### config.mk
export PLATFORM = sky130hd
export DESIGN_NAME = mem_port_arbiter_flat
export DESIGN_NICKNAME = d
export VERILOG_FILES = /design/src/rtl/mem_port_arbiter_if.sv /design/src/rtl/mem_port_arbiter.sv /design/src/flat_wrapper.sv
export SDC_FILE = /design/constraint.sdc
export NUM_CORES = 1
export LEC_CHECK = 0
export BUFFER_PORTS_ARGS = -buffer_cell sky130_fd_sc_hd__buf_2
export CAP_MARGIN = 20
export CELL_PAD_IN_SITES_DETAIL_PLACEMENT = 1
export CELL_PAD_IN_SITES_GLOBAL_PLACEMENT = 1
export CORE_AREA = 8 8 134 136
export CTS_BUF_LIST = sky130_fd_sc_hd__clkbuf_4 sky130_fd_sc_hd__clkbuf_8
export DETAILED_ROUTE_END_ITERATION = 8
export DIE_AREA = 0 0 142 144
export GPL_ROUTABILITY_DRIVEN = 0
export PLACE_DENSITY_LB_ADDON = 0.08
export REMOVE_ABC_BUFFERS = 1
export SYNTH_ARGS = -nofsm -noshare
export SYNTH_HDL_FRONTEND = slang
export SYNTH_SLANG_ARGS = --single-unit
### constraint.sdc
create_clock -name clk -period 1.5 [get_ports clk]
set_input_delay 0.3 -clock clk [delete_from_list [all_inputs] [get_ports clk]]
set_output_delay 0.3 -clock clk [all_outputs]
set_load 0.05 [all_outputs]
### src/rtl/mem_port_arbiter_if.sv
// ============================================================================
//  Module : mem_port_arbiter_if
//  Desc   : Requester-side handshake bundle for one memory arbiter port.
//  Rev    : 1.0 - initial release
// ============================================================================
`timescale 1ns/1ps
`default_nettype none

interface mem_port_arbiter_if #(
   parameter int ADDR_W = 8,
   parameter int DATA_W = 32
);
   logic              req;
   logic              we;
   logic [ADDR_W-1:0] addr;
   logic [DATA_W-1:0] wdata;
   logic              gnt;
   logic              rvalid;
   logic [DATA_W-1:0] rdata;

   modport master (output req, we, addr, wdata, input gnt, rvalid, rdata);
   modport slave  (input req, we, addr, wdata, output gnt, rvalid, rdata);
endinterface

`default_nettype wire

### src/rtl/mem_port_arbiter.sv
// ============================================================================
//  Module : mem_port_arbiter
//  Desc   : CPU-priority arbiter for the unified memory, with a starvation
//           counter that forces a loader grant after STARVE_LIMIT CPU wins.
//  Rev    : 1.0 - initial release
// ============================================================================
`timescale 1ns/1ps
`default_nettype none

module mem_port_arbiter #(
   parameter int ADDR_W       = 8,
   parameter int DATA_W       = 32,
   parameter int MEM_LAT      = 1,
   parameter int STARVE_LIMIT = 4
)(
   input  logic               clk,
   input  logic               reset,
   mem_port_arbiter_if.slave  cpu,
   mem_port_arbiter_if.slave  ldr,
   output logic               cpu_stall,
   output logic [ADDR_W-1:0]  mem_addr,
   output logic               mem_we,
   output logic [DATA_W-1:0]  mem_wdata,
   input  logic [DATA_W-1:0]  mem_rdata,
   output logic               busy
);

   localparam int                    c_STARVE_W  = $clog2(STARVE_LIMIT + 1);
   localparam logic [c_STARVE_W-1:0] c_STARVE_MAX = c_STARVE_W'(STARVE_LIMIT);
   localparam logic [1:0]            c_WAIT_INIT = 2'(MEM_LAT - 1);

   localparam logic [1:0] S_IDLE    = 2'd0;
   localparam logic [1:0] S_ACCESS  = 2'd1;
   localparam logic [1:0] S_RD_WAIT = 2'd2;
   localparam logic [1:0] S_RESP    = 2'd3;

   logic [1:0]            r_state;
   logic [1:0]            w_next_state;
   logic                  r_owner_ldr;
   logic                  r_we;
   logic [1:0]            r_wait_cnt;
   logic [c_STARVE_W-1:0] r_starve_cnt;
   logic [ADDR_W-1:0]     r_addr;
   logic [DATA_W-1:0]     r_wdata;
   logic [DATA_W-1:0]     r_cpu_rdata;
   logic [DATA_W-1:0]     r_ldr_rdata;

   logic w_any_req;
   logic w_pick_ldr;

   assign w_any_req  = cpu.req | ldr.req;
   assign w_pick_ldr = ldr.req & (~cpu.req | (r_starve_cnt == c_STARVE_MAX));

   always_ff @(posedge clk or negedge reset) begin
      if (!reset) r_state <= S_IDLE;
      else        r_state <= w_next_state;
   end

   always_comb begin
      w_next_state = r_state;
      case (r_state)
         S_IDLE:    if (w_any_req) w_next_state = S_ACCESS;
         S_ACCESS:  w_next_state = r_we ? S_IDLE : S_RD_WAIT;
         S_RD_WAIT: if (r_wait_cnt == 2'd0) w_next_state = S_RESP;
         S_RESP:    w_next_state = S_IDLE;
         default:   w_next_state = S_IDLE;
      endcase
   end

   // Access fields are frozen at the decision so requester changes afterwards are ignored.
   always_ff @(posedge clk or negedge reset) begin
      if (!reset) begin
         r_owner_ldr  <= 1'b0;
         r_we         <= 1'b0;
         r_wait_cnt   <= 2'd0;
         r_starve_cnt <= '0;
         r_addr       <= '0;
         r_wdata      <= '0;
         r_cpu_rdata  <= '0;
         r_ldr_rdata  <= '0;
      end else begin
         case (r_state)
            S_IDLE: begin
               if (w_any_req) begin
                  r_owner_ldr <= w_pick_ldr;
                  r_we        <= w_pick_ldr ? ldr.we    : cpu.we;
                  r_addr      <= w_pick_ldr ? ldr.addr  : cpu.addr;
                  r_wdata     <= w_pick_ldr ? ldr.wdata : cpu.wdata;
               end
               if (!ldr.req || w_pick_ldr)
                  r_starve_cnt <= '0;
               else if (r_starve_cnt != c_STARVE_MAX)
                  r_starve_cnt <= r_starve_cnt + 1'b1;
            end
            S_ACCESS: begin
               if (!r_we) r_wait_cnt <= c_WAIT_INIT;
            end
            S_RD_WAIT: begin
               if (r_wait_cnt != 2'd0)
                  r_wait_cnt <= r_wait_cnt - 2'd1;
               else if (r_owner_ldr)
                  r_ldr_rdata <= mem_rdata;
               else
                  r_cpu_rdata <= mem_rdata;
            end
            default: ;
         endcase
      end
   end

   always_comb begin
      cpu.gnt    = 1'b0;
      ldr.gnt    = 1'b0;
      cpu.rvalid = 1'b0;
      ldr.rvalid = 1'b0;
      mem_we     = 1'b0;
      busy       = (r_state != S_IDLE);
      if (r_state == S_ACCESS) begin
         mem_we  = r_we;
         cpu.gnt = ~r_owner_ldr;
         ldr.gnt = r_owner_ldr;
      end
      if (r_state == S_RESP) begin
         cpu.rvalid = ~r_owner_ldr;
         ldr.rvalid = r_owner_ldr;
      end
      cpu_stall = cpu.req & ~((cpu.gnt & r_we) | cpu.rvalid);
   end

   assign mem_addr  = r_addr;
   assign mem_wdata = r_wdata;
   assign cpu.rdata = r_cpu_rdata;
   assign ldr.rdata = r_ldr_rdata;

endmodule

`default_nettype wire

### src/flat_wrapper.sv
// flat-port wrapper written by rule: the top's interface ports become plain ports
module mem_port_arbiter_flat 
#(
   parameter int ADDR_W       = 8,
   parameter int DATA_W       = 32,
   parameter int MEM_LAT      = 1,
   parameter int STARVE_LIMIT = 4
)
  (clk, reset, cpu_stall, mem_addr, mem_we, mem_wdata, mem_rdata, busy, cpu_req, cpu_we, cpu_addr, cpu_wdata, cpu_gnt, cpu_rvalid, cpu_rdata, ldr_req, ldr_we, ldr_addr, ldr_wdata, ldr_gnt, ldr_rvalid, ldr_rdata);
  mem_port_arbiter_if #(.ADDR_W(ADDR_W), .DATA_W(DATA_W)) cpu_i ();
  mem_port_arbiter_if #(.ADDR_W(ADDR_W), .DATA_W(DATA_W)) ldr_i ();
  input  logic clk;
  input  logic reset;
  output logic cpu_stall;
  output logic [ADDR_W-1:0] mem_addr;
  output logic mem_we;
  output logic [DATA_W-1:0] mem_wdata;
  input  logic [DATA_W-1:0] mem_rdata;
  output logic busy;
  input wire logic [$bits(cpu_i.req)-1:0] cpu_req;
  input wire logic [$bits(cpu_i.we)-1:0] cpu_we;
  input wire logic [$bits(cpu_i.addr)-1:0] cpu_addr;
  input wire logic [$bits(cpu_i.wdata)-1:0] cpu_wdata;
  output wire logic [$bits(cpu_i.gnt)-1:0] cpu_gnt;
  output wire logic [$bits(cpu_i.rvalid)-1:0] cpu_rvalid;
  output wire logic [$bits(cpu_i.rdata)-1:0] cpu_rdata;
  input wire logic [$bits(ldr_i.req)-1:0] ldr_req;
  input wire logic [$bits(ldr_i.we)-1:0] ldr_we;
  input wire logic [$bits(ldr_i.addr)-1:0] ldr_addr;
  input wire logic [$bits(ldr_i.wdata)-1:0] ldr_wdata;
  output wire logic [$bits(ldr_i.gnt)-1:0] ldr_gnt;
  output wire logic [$bits(ldr_i.rvalid)-1:0] ldr_rvalid;
  output wire logic [$bits(ldr_i.rdata)-1:0] ldr_rdata;
  assign cpu_i.req = cpu_req;
  assign cpu_i.we = cpu_we;
  assign cpu_i.addr = cpu_addr;
  assign cpu_i.wdata = cpu_wdata;
  assign cpu_gnt = cpu_i.gnt;
  assign cpu_rvalid = cpu_i.rvalid;
  assign cpu_rdata = cpu_i.rdata;
  assign ldr_i.req = ldr_req;
  assign ldr_i.we = ldr_we;
  assign ldr_i.addr = ldr_addr;
  assign ldr_i.wdata = ldr_wdata;
  assign ldr_gnt = ldr_i.gnt;
  assign ldr_rvalid = ldr_i.rvalid;
  assign ldr_rdata = ldr_i.rdata;
  mem_port_arbiter #(.ADDR_W(ADDR_W), .DATA_W(DATA_W), .MEM_LAT(MEM_LAT), .STARVE_LIMIT(STARVE_LIMIT)) u_core (.clk(clk), .reset(reset), .cpu(cpu_i), .ldr(ldr_i), .cpu_stall(cpu_stall), .mem_addr(mem_addr), .mem_we(mem_we), .mem_wdata(mem_wdata), .mem_rdata(mem_rdata), .busy(busy));
endmodule
==> results.yml <==
finish:
  drive_gt1_share_pct: 64.0
  layout.nets: 833
  diodes: 0
  fin_area_um2: 8230
  fin_util_pct: 51.3
  syn2layout_area_growth_pct: 56.7
placed_design:
  portBuffers: 228
  place_area_um2: 6910
  hpwl_mm: 13.0
global_route:
  grt_start_max_net_pins: 41
  grt_pass1_wl_mm: 28.7
  antenna_found_initial: 2
  grt_pass1_vias: 5118
  grt-ovfl-total: 0
  track_usage_pct: 18.1
timing:
  min_period_ns: 1.89
  layout_setup_ws_ns: -0.394
  max_freq_ghz: 0.528
  setup_violations: 116
  tightest_slew_ns: 0.410
  finalMaxSlewViolations: 0
  fin_crit_sh_pct: 126
  rsz0062_at_grt: "yes"
  skew_ns: 0.00943
  slew_headroom_pct: 72.6
  hold_viol_final: 0
run:
  drv_cap: 0
status:
  outcome: "finished, violations left"
  violations: "negative setup slack"
worst_setup_path:
  crit_slowest_cell: "dfrtp_2"
  worst-setup-path-type: "reg -> out"
  slowest_delay_ns: 0.46
  ff2ff_setup_slack_ns: -0.30
  cp-start-kind: "flop"
  worstPathArrival_ns: 1.59
  cp.required_ns: 1.20
  path_cells: "ha_4 -> nor2b_4 -> a211oi_2 -> buf_6"
  cp-end-kind: "output pin"
  crit_fanout: 3
synthesis:
  seq_area_frac_synth_pct: 53.8
  synth_top_area_share_pct: 53.8
  ys_top_cells_by_count: "dfrtp_1 (113), nand2_1 (84), mux2_4 (60), nand4_1 (42), o211ai_1 (41)"
  post-synth-top-area-cell: "dfrtp_1"
  netlist_instances: 427
  ys_warn_count: 0
  avgSynthCellArea_um2: 12.3
  async_flop_share_pct: 100
  ys_seq_elements: 113
  synth_ff_type: "dfrtp_1"
  ys_types: 34
  yosysMostFrequentCell: "dfrtp_1"
  synth-edff-count: 0
  synthTopCellsByArea: "dfrtp_1 (54%), mux2_4 (17%), nand2_1 (6.0%), o211ai_1 (5.9%), nand4_1 (5.0%)"
  synth_area_um2: 5250
floorplan:
  pin_count: 229
  die_w_um: 142
  core-area_um2: 16100
  fp.dieH_um: 144
  initial_core_util_pct: 32.7
  rows: 47
  dieArea_um2: 20400
drt:
  first_pass_iters: 4
  vias: 4581
  via_per_inst: 4.87
  ant_nets: 0
  drc: 0
  wl_per_cell_um: 20.8
  routed_wl_mm: 19.6
  drt-initial-drc-count: 151
clock_tree:
  cts_tree: "done"
  cts-buffers-inserted: 17
  h-tree-depth: 4
  cts.path.max_buffers: 2
  clock-sinks: 113
  clk_latency_ns: 0.43
  clk_pin_slew_worst_paths_ns: 0.08
  cts_root_buffer: "clkbuf_8"
power_and_ir_drop:
  powerDensity_nw_per_um2: 2700
  leakagePower_nw: 4.12
  ir_drop_mv: 0.998
hold_path:
  min_path_type: "in -> reg"
cells in the final DEF (no fill, tap or decap), drive strengths merged, types with 3 or more instances in the layout:
master / count
a22o: 3
and2: 3
buf: 286
clkbuf: 24
clkinv: 7
dfrtp: 113
ha: 8
inv: 12
mux2: 64
nand2: 84
nand4: 42
nor2b: 3
o211ai: 41
o21ai: 4
what timing repair did:
action / 4_1_cts / 5_1_grt
hold buffers: 1 / 0
endpoints found under the setup margin: 116 / 119
hold endpoints to repair: 22 / 0
setup buffers: 7 / 12
gates cloned: 4 / 11
resized for setup: 47 / 102
pin swaps: 4 / 63
sequential cells by signal, summed over array words and instances (netlist names), named ones only:
register	flops
u_core.r_state	1
u_core.mem_wdata	32
u_core.r_starve_cnt	3
u_core.r_owner_ldr	1
u_core.cpu.rdata	32
u_core.r_wait_cnt	2
u_core.r_we	1
u_core.ldr.rdata	32
u_core.mem_addr	8
final cells by class:
class                           instances  area, µm²
Clock buffer                           18        248
Fill cell                            1750       7820
Inverter                                9       41.3
Timing Repair Buffer                  293       2140
Clock inverter                         14        155
Tap cell                              220        275
Sequential cell                       113       2830
Multi-Input combinational cell        273       2540
metal layers:
| layer | vias to the layer above | global-route usage [%] | routed length, µm |
|---|---|---|---|
| met4 | 4 | 5.48 | 239 |
| met1 | 2285 | 22.1 | 8110 |
| met3 | 21 | 7.07 | 1510 |
| met2 | 170 | 28.8 | 9710 |
| li1 | 2101 | - | - |
| met5 | - | 0 | 20 |
worst max-delay path, delay by kind of cell, from the launching register on:
kind / cells / cell delay (ns)
AND/OR/NAND/NOR: 1 / 0.13
adder cells (fa/ha/maj): 1 / 0.18
flip-flops: 1 / 0.46
AO/OA/AOI/OAI: 1 / 0.22
buffers and inverters: 1 / 0.19
path summary, 6_finish.rpt:
path	endpoint	cells past startpoint	startpoint
min reg2reg	u_core.mem_wdata[13]	2	u_core.mem_wdata[13]
min	u_core.ldr.rdata[17]	2	mem_rdata[17]
max in group asynchronous	u_core.ldr.rdata[14]	3	reset
min in group asynchronous	u_core.cpu.rdata[11]	2	reset
max	cpu_stall	4	u_core.r_state[0]
max reg2reg	u_core.ldr.rdata[19]	9	u_core.r_state[0]
cells by family (layout without fill, tap and decap cells):
| family | count (synthesis) | after routing | synth area share (%) |
|---|---|---|---|
| and+or+nand+nor | 141 | 141 | 13.2 |
| DFF | 113 | 113 | 53.8 |
| muxes | 66 | 66 | 18.4 |
| AOI/OAI and AO/OA | 57 | 58 | 8.31 |
| buffers and inverters | 42 | 334 | 4.36 |
| adders and majority gates | 8 | 8 | 1.91 |
power breakdown:
part	internal (mW)	switching, mW
combinational	4.91	8.79
sequential	4.56	1.00
clock	1.54	1.40
stage by stage:
step,cells,hold WS [ns],setup slack (ns),total power [mW],setup TNS [ns]
floorplan,394,0.00441,-1.10,13.8,-69.48
global placement,878,0.256,-0.113,17.1,-7.48
detailed placement,878,0.253,-0.163,17.3,-12.31
CTS,922,0.0787,-0.405,21.2,-15.50
global route,940,0.0800,-0.459,23.4,-27.70
finish,940,0.116,-0.394,22.2,-20.89
Power figures use the tool's default switching activity.
